### config.mk
export PLATFORM = sky130hd
export DESIGN_NAME = uart_prog_loader_flat
export DESIGN_NICKNAME = d
export VERILOG_FILES = /design/src/rtl/uart_loader_pkg.sv /design/src/rtl/uart_prog_loader_if.sv /design/src/rtl/loader_byte_packer.sv /design/src/rtl/uart_prog_loader.sv /design/src/flat_wrapper.sv
export SDC_FILE = /design/constraint.sdc
export NUM_CORES = 1
export LEC_CHECK = 0
export ABC_CLOCK_PERIOD_IN_PS = 3700
export CORE_ASPECT_RATIO = 0.9
export CORE_MARGIN = 5
export CORE_UTILIZATION = 45
export DETAILED_ROUTE_END_ITERATION = 10
export PLACE_DENSITY = 0.79
export SYNTH_ARGS = -nofsm -noshare
export SYNTH_HDL_FRONTEND = slang
export SYNTH_HIERARCHICAL = 1
export SYNTH_SLANG_ARGS = --single-unit
### constraint.sdc
create_clock -name clk -period 3.7 [get_ports clk]
set_clock_uncertainty 0.2 [all_clocks]
set_input_delay 0.555 -clock clk [delete_from_list [all_inputs] [get_ports clk]]
set_output_delay 0.555 -clock clk [all_outputs]
set_load 0.01 [all_outputs]
### src/rtl/uart_loader_pkg.sv
// Shared types and constants for the UART program loader.
// Latency: n/a (types, constants only).
// Backpressure: n/a.
package uart_loader_pkg;

  typedef enum logic [2:0] {
    IDLE  = 3'd0,
    HDR   = 3'd1,
    DATA  = 3'd2,
    WRITE = 3'd3,
    DONE  = 3'd4,
    ERR   = 3'd5
  } state_t;

  localparam logic [1:0] ERR_NONE    = 2'd0;
  localparam logic [1:0] ERR_FRAME   = 2'd1;
  localparam logic [1:0] ERR_SIZE    = 2'd2;
  localparam logic [1:0] ERR_TIMEOUT = 2'd3;

  // Header and data words are both 4 bytes, so one packer serves both.
  localparam int HDR_BYTES  = 4;
  localparam int WORD_BYTES = 4;

endpackage

### src/rtl/uart_prog_loader_if.sv
// Byte-stream input and instruction-memory write port of the program loader.
// Latency: n/a (signal bundle only).
// Backpressure: none; rx_valid and imem_we are single-cycle strobes.
// Ports: rx_data/rx_valid/rx_ferr from the UART receiver, imem_we/imem_addr/imem_wdata to imem.
// Modports: master = loader (consumes rx_*, drives imem_*), slave = environment.
interface uart_prog_loader_if #(
  parameter int ADDR_W = 10
);

  logic [7:0]        rx_data;
  logic              rx_valid;
  logic              rx_ferr;
  logic              imem_we;
  logic [ADDR_W-1:0] imem_addr;
  logic [31:0]       imem_wdata;

  modport master (
    input  rx_data, rx_valid, rx_ferr,
    output imem_we, imem_addr, imem_wdata
  );

  modport slave (
    output rx_data, rx_valid, rx_ferr,
    input  imem_we, imem_addr, imem_wdata
  );

endinterface

### src/rtl/loader_byte_packer.sv
// Assembles 4 bytes into a little-endian 32-bit word (used for the header count and data words).
// Latency: word register updated on the load edge; word_nxt/full are combinational with load.
// Backpressure: none; accepts a byte on every cycle load is high.
// Ports: clear (restart at byte 0, zero word), load + byte_in (store byte at current index),
//        word (registered word), word_nxt (word including the byte being loaded), full (4th byte now).
module loader_byte_packer
  import uart_loader_pkg::*;
(
  input  logic        clk,
  input  logic        reset_n,
  input  logic        clear,
  input  logic        load,
  input  logic [7:0]  byte_in,
  output logic [31:0] word,
  output logic [31:0] word_nxt,
  output logic        full
);

  localparam logic [1:0] LAST_IDX = 2'(WORD_BYTES - 1);

  logic [1:0] idx;

  always_comb begin
    word_nxt = word;
    word_nxt[8*idx +: 8] = byte_in;
  end

  assign full = load && (idx == LAST_IDX);

  // idx wraps 3 -> 0 on its own, so the next word starts at byte 0 without a clear.
  always_ff @(posedge clk or negedge reset_n) begin
    if (!reset_n) begin
      idx  <= '0;
      word <= '0;
    end else if (clear) begin
      idx  <= '0;
      word <= '0;
    end else if (load) begin
      idx  <= idx + 2'd1;
      word <= word_nxt;
    end
  end

endmodule

### src/rtl/uart_prog_loader.sv
// Boot loader: parses a 4-byte LE word count then N LE words from the UART and writes them to imem.
// Latency: imem_we rises 1 cycle after the rx_valid of a word's 4th byte; header decision 1 cycle after byte 3.
// Backpressure: none; accepts a byte every cycle, including during the write cycle.
// Ports: clk, reset_n (async active-low), start (arm pulse), bus (rx in / imem write out),
//        busy/done/err levels, err_code (held while err), words_loaded (words written this load).
module uart_prog_loader
  import uart_loader_pkg::*;
#(
  parameter int ADDR_W      = 10,
  parameter int BASE_ADDR   = 0,
  parameter int TIMEOUT_CYC = 500000
) (
  input  logic              clk,
  input  logic              reset_n,
  input  logic              start,
  uart_prog_loader_if.master bus,
  output logic              busy,
  output logic              done,
  output logic              err,
  output logic [1:0]        err_code,
  output logic [ADDR_W:0]   words_loaded
);

  // Idle counter only needs to reach TIMEOUT_CYC-1: the expiry is taken on the following edge.
  localparam int              TW      = (TIMEOUT_CYC > 1) ? $clog2(TIMEOUT_CYC) : 1;
  localparam logic [TW-1:0]   TO_LAST = TW'((TIMEOUT_CYC > 0) ? (TIMEOUT_CYC - 1) : 0);
  localparam logic [ADDR_W:0] CAP     = {1'b1, {ADDR_W{1'b0}}};
  localparam logic [ADDR_W-1:0] BASE  = ADDR_W'(BASE_ADDR);

  state_t            state;
  logic              hdr_chk;      // header complete, decide on next cycle
  logic [ADDR_W:0]   n_words;
  logic [TW-1:0]     tcnt;
  logic              imem_we_q;
  logic [ADDR_W-1:0] imem_addr_q;
  logic [31:0]       imem_wdata_q;

  logic              in_load;
  logic              arm;
  logic              byte_err;
  logic              pk_load;
  logic              pk_full;
  logic [31:0]       pk_word;
  logic [31:0]       pk_word_nxt;
  logic              tmo;
  logic              hdr_zero;
  logic              hdr_big;
  logic [ADDR_W:0]   wl_inc;

  assign in_load  = (state == HDR) || (state == DATA) || (state == WRITE);
  assign arm      = start && !in_load;
  assign byte_err = bus.rx_valid && bus.rx_ferr;
  // Bytes outside a load are dropped; errored bytes never reach the packer.
  assign pk_load  = in_load && bus.rx_valid && !bus.rx_ferr;

  assign tmo      = (TIMEOUT_CYC != 0) && !bus.rx_valid && (tcnt == TO_LAST);

  // Count is valid only if it fits in ADDR_W+1 bits and does not exceed the imem capacity.
  assign hdr_zero = (pk_word == 32'd0);
  assign hdr_big  = (|pk_word[31:ADDR_W+1]) || (pk_word[ADDR_W:0] > CAP);
  assign wl_inc   = words_loaded + (ADDR_W+1)'(1);

  loader_byte_packer u_packer (
    .clk      (clk),
    .reset_n  (reset_n),
    .clear    (arm),
    .load     (pk_load),
    .byte_in  (bus.rx_data),
    .word     (pk_word),
    .word_nxt (pk_word_nxt),
    .full     (pk_full)
  );

  assign bus.imem_we    = imem_we_q;
  assign bus.imem_addr  = imem_addr_q;
  assign bus.imem_wdata = imem_wdata_q;

  always_ff @(posedge clk or negedge reset_n) begin
    if (!reset_n) begin
      state        <= IDLE;
      hdr_chk      <= 1'b0;
      n_words      <= '0;
      tcnt         <= '0;
      imem_we_q    <= 1'b0;
      imem_addr_q  <= '0;
      imem_wdata_q <= '0;
      busy         <= 1'b0;
      done         <= 1'b0;
      err          <= 1'b0;
      err_code     <= ERR_NONE;
      words_loaded <= '0;
    end else begin
      imem_we_q <= 1'b0;

      if (arm || bus.rx_valid) begin
        tcnt <= '0;
      end else if (in_load && (TIMEOUT_CYC != 0)) begin
        tcnt <= tcnt + TW'(1);
      end

      case (state)
        IDLE, DONE, ERR: begin
          if (start) begin
            state        <= HDR;
            hdr_chk      <= 1'b0;
            busy         <= 1'b1;
            done         <= 1'b0;
            err          <= 1'b0;
            err_code     <= ERR_NONE;
            words_loaded <= '0;
          end
        end

        HDR: begin
          if (byte_err) begin
            state    <= ERR;
            busy     <= 1'b0;
            err      <= 1'b1;
            err_code <= ERR_FRAME;
          end else if (hdr_chk) begin
            // A byte arriving in this cycle is already in the packer as data byte 0.
            hdr_chk <= 1'b0;
            if (hdr_zero) begin
              state <= DONE;
              busy  <= 1'b0;
              done  <= 1'b1;
            end else if (hdr_big) begin
              state    <= ERR;
              busy     <= 1'b0;
              err      <= 1'b1;
              err_code <= ERR_SIZE;
            end else begin
              n_words <= pk_word[ADDR_W:0];
              state   <= DATA;
            end
          end else if (pk_full) begin
            hdr_chk <= 1'b1;
          end else if (tmo) begin
            state    <= ERR;
            busy     <= 1'b0;
            err      <= 1'b1;
            err_code <= ERR_TIMEOUT;
          end
        end

        DATA: begin
          if (byte_err) begin
            state    <= ERR;
            busy     <= 1'b0;
            err      <= 1'b1;
            err_code <= ERR_FRAME;
          end else if (pk_full) begin
            state        <= WRITE;
            imem_we_q    <= 1'b1;
            imem_addr_q  <= BASE + words_loaded[ADDR_W-1:0];
            imem_wdata_q <= pk_word_nxt;
          end else if (tmo) begin
            state    <= ERR;
            busy     <= 1'b0;
            err      <= 1'b1;
            err_code <= ERR_TIMEOUT;
          end
        end

        WRITE: begin
          words_loaded <= wl_inc;
          if (wl_inc == n_words) begin
            state <= DONE;
            busy  <= 1'b0;
            done  <= 1'b1;
          end else if (byte_err) begin
            state    <= ERR;
            busy     <= 1'b0;
            err      <= 1'b1;
            err_code <= ERR_FRAME;
          end else begin
            state <= DATA;
          end
        end

        default: begin
          state <= IDLE;
          busy  <= 1'b0;
        end
      endcase
    end
  end

endmodule

### src/flat_wrapper.sv
// flat-port wrapper written by rule: the top's interface ports become plain ports
module uart_prog_loader_flat import uart_loader_pkg::*;
#(
  parameter int ADDR_W      = 10,
  parameter int BASE_ADDR   = 0,
  parameter int TIMEOUT_CYC = 500000
)
  (clk, reset_n, start, busy, done, err, err_code, words_loaded, bus_rx_data, bus_rx_valid, bus_rx_ferr, bus_imem_we, bus_imem_addr, bus_imem_wdata);
  uart_prog_loader_if #(.ADDR_W(ADDR_W)) bus_i ();
  input  logic clk;
  input  logic reset_n;
  input  logic start;
  output logic busy;
  output logic done;
  output logic err;
  output logic [1:0] err_code;
  output logic [ADDR_W:0] words_loaded;
  input wire logic [$bits(bus_i.rx_data)-1:0] bus_rx_data;
  input wire logic [$bits(bus_i.rx_valid)-1:0] bus_rx_valid;
  input wire logic [$bits(bus_i.rx_ferr)-1:0] bus_rx_ferr;
  output wire logic [$bits(bus_i.imem_we)-1:0] bus_imem_we;
  output wire logic [$bits(bus_i.imem_addr)-1:0] bus_imem_addr;
  output wire logic [$bits(bus_i.imem_wdata)-1:0] bus_imem_wdata;
  assign bus_i.rx_data = bus_rx_data;
  assign bus_i.rx_valid = bus_rx_valid;
  assign bus_i.rx_ferr = bus_rx_ferr;
  assign bus_imem_we = bus_i.imem_we;
  assign bus_imem_addr = bus_i.imem_addr;
  assign bus_imem_wdata = bus_i.imem_wdata;
  uart_prog_loader #(.ADDR_W(ADDR_W), .BASE_ADDR(BASE_ADDR), .TIMEOUT_CYC(TIMEOUT_CYC)) u_core (.clk(clk), .reset_n(reset_n), .start(start), .bus(bus_i), .busy(busy), .done(done), .err(err), .err_code(err_code), .words_loaded(words_loaded));
endmodule
* Yosys cells after proc, flatten, opt, wreduce, memory -nomap -nowiden
Index checks and enable logic that the tools add are counted.
** Word-level totals
- Output and inout bits :: 59
- Register bits :: 127
- Input bits :: 13
** Cells by class
- $add $sub $neg :: 4
- Bitwise gates (word level) :: 3
- Multiplexer cells :: 65
- Equality and inequality tests :: 20
- Order comparisons :: 1
- Reduce and logical (&&, ||, !) cells :: 31
- Shift-type cells :: 2
** Operator list (count)
- 32-bit 2-to-1 mux :: 2
- 19-bit 2-to-1 mux :: 2
- 5-bit negation with 34-bit output :: 1
- 8-bit by 34-bit variable shift with 32-bit output (first input constant) :: 1
- 8-bit by 34-bit variable part select with 32-bit output :: 1
- 3-bit 2-to-1 mux :: 11
- 32-bit bitwise mux :: 1
- 32-bit zero test :: 1
- 1-bit 2-to-1 mux :: 29
- 2-bit 2-to-1 mux :: 12
- 11-bit case mux with 2 select lines :: 1
- 21-bit OR reduction :: 1
- 19-bit by 1-bit adder with 19-bit output (second input constant) :: 1
- 19-bit == test (second input constant) :: 1
- 3-bit case mux with 4 select lines :: 1
- 6-bit AND reduction :: 2
- 11-bit by 1-bit adder with 11-bit output (second input constant) :: 1
- 11-bit == test :: 1
- 11-bit > comparator (second input constant) :: 1
- 11-bit 2-to-1 mux :: 1
- 3-bit AND reduction :: 3
- 2-bit != test (second input constant) :: 4
- 4-bit != test (second input constant) :: 2
- 1-bit case mux with 4 select lines :: 2
- other kinds (23) :: 43

* Logic depth before layout (Yosys ltp)
Gate-level depths: netlist (run 1).
- Depth in word-level cells :: 10
- Depth in mapped cells :: 12
- Depth with buffers taken out :: 10

* Modules after synthesis
The synthesis (run 1) kept the hierarchy.
** By module, submodules not included
- uart_prog_loader :: times used 1, cells an instance 448, area an instance 4735.8 sq um
- loader_byte_packer :: times used 1, cells an instance 207, area an instance 1961.9 sq um

* Least setup slack after synthesis (run 1)
No wires, ideal clock.
- Path type :: reg-to-reg
- Start point :: register u_core.state[2]
- End point :: register u_core.imem_wdata_q[10], in the netlist u_core/bus.imem_wdata[10]
- Path buffers :: 3
- Required time :: 3.375 ns
- Clock period less this slack :: 3.500 ns
- Stages on the path, launching flop included :: 12
- Setup time :: 0.125 ns
- Data arrival time :: 3.175 ns
- Slack :: 0.200 ns
- Cells stage by stage :: dfrtp_1 -> clkbuf_1 -> inv_1 -> o21ai_1 -> nor3b_1 -> nand2_1 -> clkbuf_1 -> inv_1 -> nand2_1 -> nor4_2 -> clkbuf_1 -> mux2_2
** Between the ends
- Word-level cells in the longest chain between the ends :: 7
- Elaborated cells on any way between the ends :: 9
- Classes of those cells :: eq/ne (3); reduce/logical (6)
** Ends and longest elaborated chain
- from (decl) :: line uart_prog_loader.sv:30 : state_t state;
- from (signal assigned) :: line uart_prog_loader.sv:80 : state <= IDLE;
- from (signal assigned) :: line uart_prog_loader.sv:104 : state <= HDR;
- from (signal assigned) :: line uart_prog_loader.sv:116 : state <= ERR;
- 3-bit by 1-bit == test with 1-bit output or 3-bit by 2-bit == test with 1-bit output (tied branches) :: line uart_prog_loader.sv:50 : assign in_load = (state == HDR) || (state == DATA) || (state == WRITE);
- 1-bit logical OR :: line uart_prog_loader.sv:50
- 1-bit logical OR (*) :: line uart_prog_loader.sv:50
- 1-bit logical AND (*) (2 in series) :: line uart_prog_loader.sv:54 : assign pk_load = in_load && bus.rx_valid && !bus.rx_ferr;
- net u_core.pk_load :: line uart_prog_loader.sv:41 : logic pk_load;
- 1-bit logical AND (*) :: line loader_byte_packer.sv:28 : assign full = load && (idx == LAST_IDX);
- net u_core.pk_full :: line uart_prog_loader.sv:42 : logic pk_full;
- 3-bit AND reduction (no line) (*)
- to (signal assigned) :: line uart_prog_loader.sv:156 : imem_wdata_q <= pk_word_nxt;
- to (decl) :: line uart_prog_loader.sv:36 : logic [31:0] imem_wdata_q;
Mark *: on every way through the listed nets, which the timed path passes. The rest lies on a longest branch.
A chain may end at the register's enable or synchronous reset.

* Worst setup path after layout (run 1)
- Start point :: register u_core.state[2]
- End point :: register u_core.imem_wdata_q[7], in the netlist u_core/bus.imem_wdata[7]
Same word-level chain as after synthesis.

==> results of run 1 <==
-- power by group --
group	internal, mW	total [mW]	switching (mW)
Clock	1.20	1.82	0.620
Combinational	0.372	1.02	0.649
Sequential	1.48	1.60	0.120
-- through the flow --
| step | power, mW | setup WS, ps | util (%) | hold slack [ps] |
|---|---|---|---|---|
| floorplan | 2.31 | 200 | - | 59.4 |
| global placement | 2.58 | 734 | 51.7 | 284 |
| detailed placement | 2.63 | 652 | 51.7 | 283 |
| CTS | 4.46 | 756 | 56.3 | 295 |
| global route | 4.67 | 488 | 56.3 | 312 |
| finish | 4.45 | 735 | 56.3 | 289 |
-- cells in the final DEF, fill, tap and decap left out, types with 18 or more instances in the layout --
master,instances
nor2_1,58
nand3b_1,18
nand2_1,51
mux2_2,44
dfrtp_1,127
inv_1,27
xnor2_1,18
clkdlybuf4s50_1,70
a22o_1,25
o21ai_0,23
-- how the worst max path moves through the flow --
stage / end / startpoint / slack [ps] / depth (start not counted)
final: u_core/bus.imem_wdata[7]$_DFFE_PN0P_ / u_core/state[2]$_DFFE_PN0P_ / 730 / 9
after global routing: u_core/bus.imem_wdata[14]$_DFFE_PN0P_ / u_core/state[2]$_DFFE_PN0P_ / 490 / 9
after CTS: u_core/bus.imem_wdata[7]$_DFFE_PN0P_ / u_core/state[2]$_DFFE_PN0P_ / 760 / 9
after floorplan: u_core/bus.imem_wdata[10]$_DFFE_PN0P_ / u_core/state[2]$_DFFE_PN0P_ / 200 / 11
after detailed placement: u_core/bus.imem_wdata[7]$_DFFE_PN0P_ / bus_rx_valid / 650 / 8
after global placement: u_core/bus.imem_wdata[12]$_DFFE_PN0P_ / bus_rx_valid / 730 / 8
-- synth_stat cells, types with 12 or more instances --
library cell,count,share of area [%]
xor2_1,14,1.8
xnor2_1,18,2.4
inv_1,27,1.5
o21ai_1,12,0.90
nor2_1,58,3.3
nand2_1,51,2.9
dfrtp_1,127,47
nand3_1,17,1.3
mux2_2,44,7.4
clkbuf_1,30,1.7
o21ai_0,23,1.7
nor3_1,16,1.2
o31ai_1,12,1.3
a22o_1,25,3.3
nand3b_1,18,2.0
-- repair_timing --
| action | in CTS | in global routing |
|---|---|---|
| setup buffers | 0 | 0 |
| hold buffers | 1 | 0 |
| hold endpoints to repair | 44 | 0 |
-- cells by family (layout without fill, tap and decap cells) --
| kind of cell | count (synthesis) | count (layout) | synth area share, % |
|---|---|---|---|
| multiplexers | 55 | 55 | 9.73 |
| buffers and inverters | 69 | 145 | 4.20 |
| XOR/XNOR | 33 | 33 | 4.52 |
| AND/OR/NAND/NOR | 231 | 231 | 18.4 |
| flip-flops | 127 | 127 | 47.5 |
| AO/OA/AOI/OAI | 133 | 133 | 14.4 |
| adder cells (fa/ha/maj) | 7 | 7 | 1.31 |
-- critical path: stages (launching register included) --
cell,delay (ps)
dfrtp_1,520
inv_1,230
o21ai_1,240
nor3b_1,320
nand2_1,110
inv_1,170
nand2_1,110
nor4_4,170
buf_4,390
mux2_2,380
-- metal layers --
metal	wire length (um)	up-vias	global-route usage [%]	share of wire, %
li1	-	2506	-	-
met1	7300	2651	25.2	45
met2	7810	202	31.3	48
met3	1010	20	4.44	6.1
met4	240	0	6.51	1.5
met5	0	-	0	0
-- flip-flops by register name, summed over array words and instances, names as in the netlist --
signal,count
u_core/bus.imem_addr,10
u_core/bus.imem_wdata,32
u_core/bus.imem_we,1
u_core/busy,1
u_core/done,1
u_core/err,1
u_core/err_code,2
u_core/hdr_chk,1
u_core/n_words,11
u_core/state,3
u_core/tcnt,19
u_core/u_packer/idx,2
u_core/u_packer/word,32
u_core/words_loaded,11
-- layout make-up --
cell class                 count  area share (%)
sequential                   127            38.5
multi-input combinational    459            39.4
tap                          198            3.00
inverter                      29            1.32
clock inverter                11            2.15
timing repair buffer          84            9.80
clock buffer                  21            5.82
==> out/metrics.yaml, run 1 <==
cells_and_area:
  drive_gt1_share_pct: 15.7
  fill_cells: 1191
  seq_area_um2: 3180
  antenna_cells: 0
  design_area_um2: 8250
  nets: 738
  multi_input_area_um2: 3250
  finalNonFillerCells: 929
  areaGrowthSynthToFinish_pct: 23.2
floorplan:
  rows: 42
  die_w_um: 139
  num_io_pins: 72
  die-height_um: 126
  start_util_pct: 45.7
  dieArea_um2: 17400
  coreArea_um2: 14700
clock_network:
  cts_root_buf: "clkbuf_16"
  htree_num_levels: 4
  cts-resized-gates: 0
  cts_tree: "built"
  path_clk_slew_ps: 60
  clkLatencyLatePin_ps: 420
  clock_path_buffers: 2
  clock-sinks: 127
  numCtsBuffers: 17
worst_setup_path:
  start_kind: "flip-flop"
  reg2reg_from: "u_core/state[2]$_DFFE_PN0P_"
  end_kind: "flip-flop"
  r2r_setup_slack_ps: 730
  critical_path_required_ps: 3790
  r2r_end: "u_core/bus.imem_wdata[7]$_DFFE_PN0P_"
  cp.arrival_ps: 3060
  reg2reg_depth: 9
  path_class: "flip-flop to flip-flop"
  crit_path_max_fanout: 25
timing:
  min_period_over_period_pct: 80.1
  max_slew_margin_pct: 49.3
  fmax_mhz: 337
  hold_viol_final: 0
  worstMarginPinSlew_ps: 758
  period_minus_slack_ps: 2970
  rsz0062_at_grt: "false"
  setup_viol: 0
  slew_viol_final: 0
  finalSetupTns_ps: 0
routing:
  wl_per_cell_um: 17.6
  vias: 5379
  drc: 0
  viasPerCell: 5.79
  first_iter_violations: 388
  first_pass_iters: 5
  postRouteAntennaNets: 0
  wl_um: 16400
yosys:
  synth_top_flop_cell: "dfrtp_1"
  async_reset_ff_share_pct: 100
  synth_edf_count: 0
  synth_cell_types: 73
  ys_ff_latch: 127
  synth_area_um2: 6700
  yosysSeqAreaShare_pct: 47.5
  avgSynthCellArea_um2: 10.2
  synthCells: 655
  synth_fp_nets: 675
  yosys_warnings: 6
min_path:
  hold_path_end: "u_core/err$_DFFE_PN0P_"
  hold_start: "u_core/err$_DFFE_PN0P_"
  holdPathStages: 2
  hold_path_class: "flip-flop to flip-flop"
place:
  portBuffers: 71
  dp.cells: 896
  dpl_cell_area_um2: 7580
  dp_hpwl_um: 11500
  gp_congestion: 0.914
global_routing:
  grt_pass1_vias: 5465
  grt_start_max_net_pins: 48
  grt_pass1_wl_um: 27400
  grt_antenna_before_repair: 0
  grtUsageTotal_pct: 19.1
  grt_overflow_total: 0
power_and_ir_drop:
  leakage_nw: 3.61
  p_per_area_nw_per_um2: 539
  peakVddDrop_uv: 385
run_status:
  outcome: "finished, final reports clean"
job:
  cap_viol_max_count: 0
No activity file was read; power rests on OpenSTA's default activity.
==> inputs of run 2 (changes only) <==
- ABC_CLOCK_PERIOD_IN_PS: 3700 -> 3100
- PLACE_DENSITY: 0.79 -> 0.77
- clock period: 3.7 -> 3.1 ns (I/O delays scaled with it)
==> run 2 against run 1 <==
Against the previous run: count of clock-buffer cells in the layout grew 5; global-route usage is essentially flat; worst setup slack lost 450 ps; total power grew 12%; hold slack gained 14 ps; clock power is essentially flat; sequential cell count is the same.
==> out/metrics.yaml, run 2 (synthesis gave the netlist of run 1 again) <==
global_routing:
  grt_start_max_net_pins: 57  # +19%
  grt_pass1_vias: 5426  # -0.71%
  grt_pass1_wl_um: 27400  # unchanged
  grtUsageTotal_pct: 19.2  # +0.040 points
  grt_antenna_before_repair: 0  # unchanged
  grt_overflow_total: 0  # unchanged
floorplan:
  dieArea_um2: 17400  # unchanged
  rows: 42  # unchanged
  die_w_um: 139  # unchanged
  die-height_um: 126  # unchanged
  num_io_pins: 72  # unchanged
  start_util_pct: 45.7  # unchanged
  coreArea_um2: 14700  # unchanged
routing:
  wl_um: 16600  # +1.3%
  viasPerCell: 5.87  # +1.5%
  postRouteAntennaNets: 0  # unchanged
  wl_per_cell_um: 17.8  # +1.3%
  first_pass_iters: 6  # +1
  drc: 0  # unchanged
  first_iter_violations: 627  # +62%
  vias: 5457  # +1.5%
place:
  dp_slack_ps: 261  # -391 ps
  dp_hpwl_um: 11400  # -0.60%
  portBuffers: 71  # unchanged
  gp_congestion: 0.904  # -1.1%
  dpl_cell_area_um2: 7630  # +0.69%
clock_network:
  clkLatencyLatePin_ps: 420  # about the same
  cts_root_buf: "clkbuf_16"
  clock-sinks: 127  # unchanged
  hold_buffers: 1  # unchanged
  numCtsBuffers: 17  # unchanged
  cts_setup_buffers: 0  # unchanged
  clock_path_buffers: 2  # unchanged
  path_clk_slew_ps: 50  # about the same
  cts_tree: "built"
  cts-resized-gates: 0  # unchanged
  htree_num_levels: 4  # unchanged
timing:
  setup_slack_ps: 288  # -446 ps
  fmax_mhz: 356  # +5.5%
  setup_viol: 0  # unchanged
  hold_slack_ps: 303  # +13.6 ps
  hold_viol_final: 0  # unchanged
  period_minus_slack_ps: 2810  # -154 ps
  slew_viol_final: 0  # unchanged
  rsz0062_at_grt: "false"
  worstMarginPinSlew_ps: 729  # -29.3 ps
  finalSetupTns_ps: 0  # unchanged
  min_period_over_period_pct: 90.7  # +11 points
  max_slew_margin_pct: 51.4  # +2.1 points
worst_setup_path:
  critPathLaunch: "u_core/words_loaded[0]$_DFFE_PN0P_"
  r2r_setup_slack_ps: 290  # -450 ps
  cp.arrival_ps: 2960  # -100 ps
  crit_slowest_cell: "dfrtp_1"
  reg2reg_depth: 7  # -2
  crit_path_max_fanout: 8  # -68%
  critical_path.top_delay_family: "simple AND/OR/NAND/NOR gates"
  start_kind: "flip-flop"
  path_buf_inv: 0  # -3
  critical_path_required_ps: 3250  # -540 ps
  r2r_end: "u_core/state[2]$_DFFE_PN0P_"
  worstPathCellList: "ha_1 -> and4_1 -> and4_1 -> xnor2_1 -> or3_1 -> nor3_1 -> o22a_1"
  reg2reg_from: "u_core/words_loaded[0]$_DFFE_PN0P_"
  end_kind: "flip-flop"
  path_class: "flip-flop to flip-flop"
  cpMostUsedCell: "and4_1"
  crit_path_max_incr_delay_ps: 480  # -40 ps
job:
  cap_viol_max_count: 0  # unchanged
power_and_ir_drop:
  finalPower_mw: 4.99  # +12%
  p_per_area_nw_per_um2: 609  # +13%
  peakVddDrop_uv: 513  # +33%
  leakage_nw: 3.60  # -0.44%
cells_and_area:
  nets: 739  # +0.14%
  drive_gt1_share_pct: 15.6  # -0.14 points
  most-common-layout-cells: "127 x dfrtp_1, 70 x clkdlybuf4s50_1, 58 x nor2_1"
  fill_cells: 1214  # +1.9%
  layout_commonest_cell: "dfrtp_1"
  areaGrowthSynthToFinish_pct: 22.3
  design_area_um2: 8190  # -0.70%
  antenna_cells: 0  # unchanged
run_status:
  outcome: "finished, final reports clean"
min_path:
  hold_start: "u_core/bus.imem_wdata[27]$_DFFE_PN0P_"
  holdPathStages: 1  # -1
  hold_path_end: "u_core/bus.imem_wdata[27]$_DFFE_PN0P_"
  hold_path_class: "flip-flop to flip-flop"
run 2: changes by cell type in the layout (fill, tap and decap cells not counted), sizes merged:
| cell | previous run | this run |
|---|---|---|
| clkbuf | 21 | 26 |
| bufinv | 4 | 0 |
| clkinvlp | 3 | 0 |
| clkinv | 4 | 6 |
| buf | 13 | 14 |
| inv | 29 | 28 |
run 2: cell type report:
type / instances / area, um2 / area share (%)
clock buffer: 26 / 519 / 6.34
inverter: 29 / 109 / 1.33
timing repair buffer: 85 / 853 / 10.4
clock inverter: 5 / 28.8 / 0.351
tap: 198 / 248 / 3.02
multi-input combinational: 459 / 3260 / 39.8
sequential: 127 / 3180 / 38.8
run 2: worst max path at each step:
stage                                            endpoint  slack, ps  cells after the start
global route                  u_core/state[2]$_DFFE_PN0P_        240                      7
finish                        u_core/state[2]$_DFFE_PN0P_        290                      7
CTS                           u_core/state[2]$_DFFE_PN0P_        350                      7
floorplan           u_core/bus.imem_wdata[10]$_DFFE_PN0P_          6                     11
detailed placement  u_core/bus.imem_wdata[22]$_DFFE_PN0P_        260                      8
global placement     u_core/bus.imem_wdata[6]$_DFFE_PN0P_        360                      8
run 2: power breakdown:
| group | switching (mW) | leakage, nW | internal [mW] |
|---|---|---|---|
| sequential | 0.122 | 1.76 | 1.77 |
| clock | 0.685 | 0.276 | 1.14 |
| combinational | 0.811 | 1.57 | 0.466 |
| total | 1.62 | 3.60 | 3.37 |
run 2: per-stage QoR:
| step | util [%] | std cells |
|---|---|---|
| final | 55.9 | 929 |
| after global routing | 55.9 | 929 |
| after global placement | 52.1 | 897 |
| after floorplan | - | 655 |
| after CTS | 55.9 | 929 |
| after detailed placement | 52.1 | 897 |
run 2: metal layers:
metal  track usage [%]  part of all wire (%)  vias up
li1                  -                     -     2501
met1              25.7                    44     2705
met2              29.4                    47      220
met3              5.53                   6.7       31
met4              7.84                   2.2        0
met5                 0                     0        -
run 2: worst register-to-register path, delay by kind of cell, from the launching register on:
kind | cells | cell delay (ps)
and+or+nand+nor | 4 | 1430
AOI/OAI and AO/OA | 1 | 210
adders and majority gates | 1 | 310
DFF | 1 | 480
xor gates and xnor gates | 1 | 110
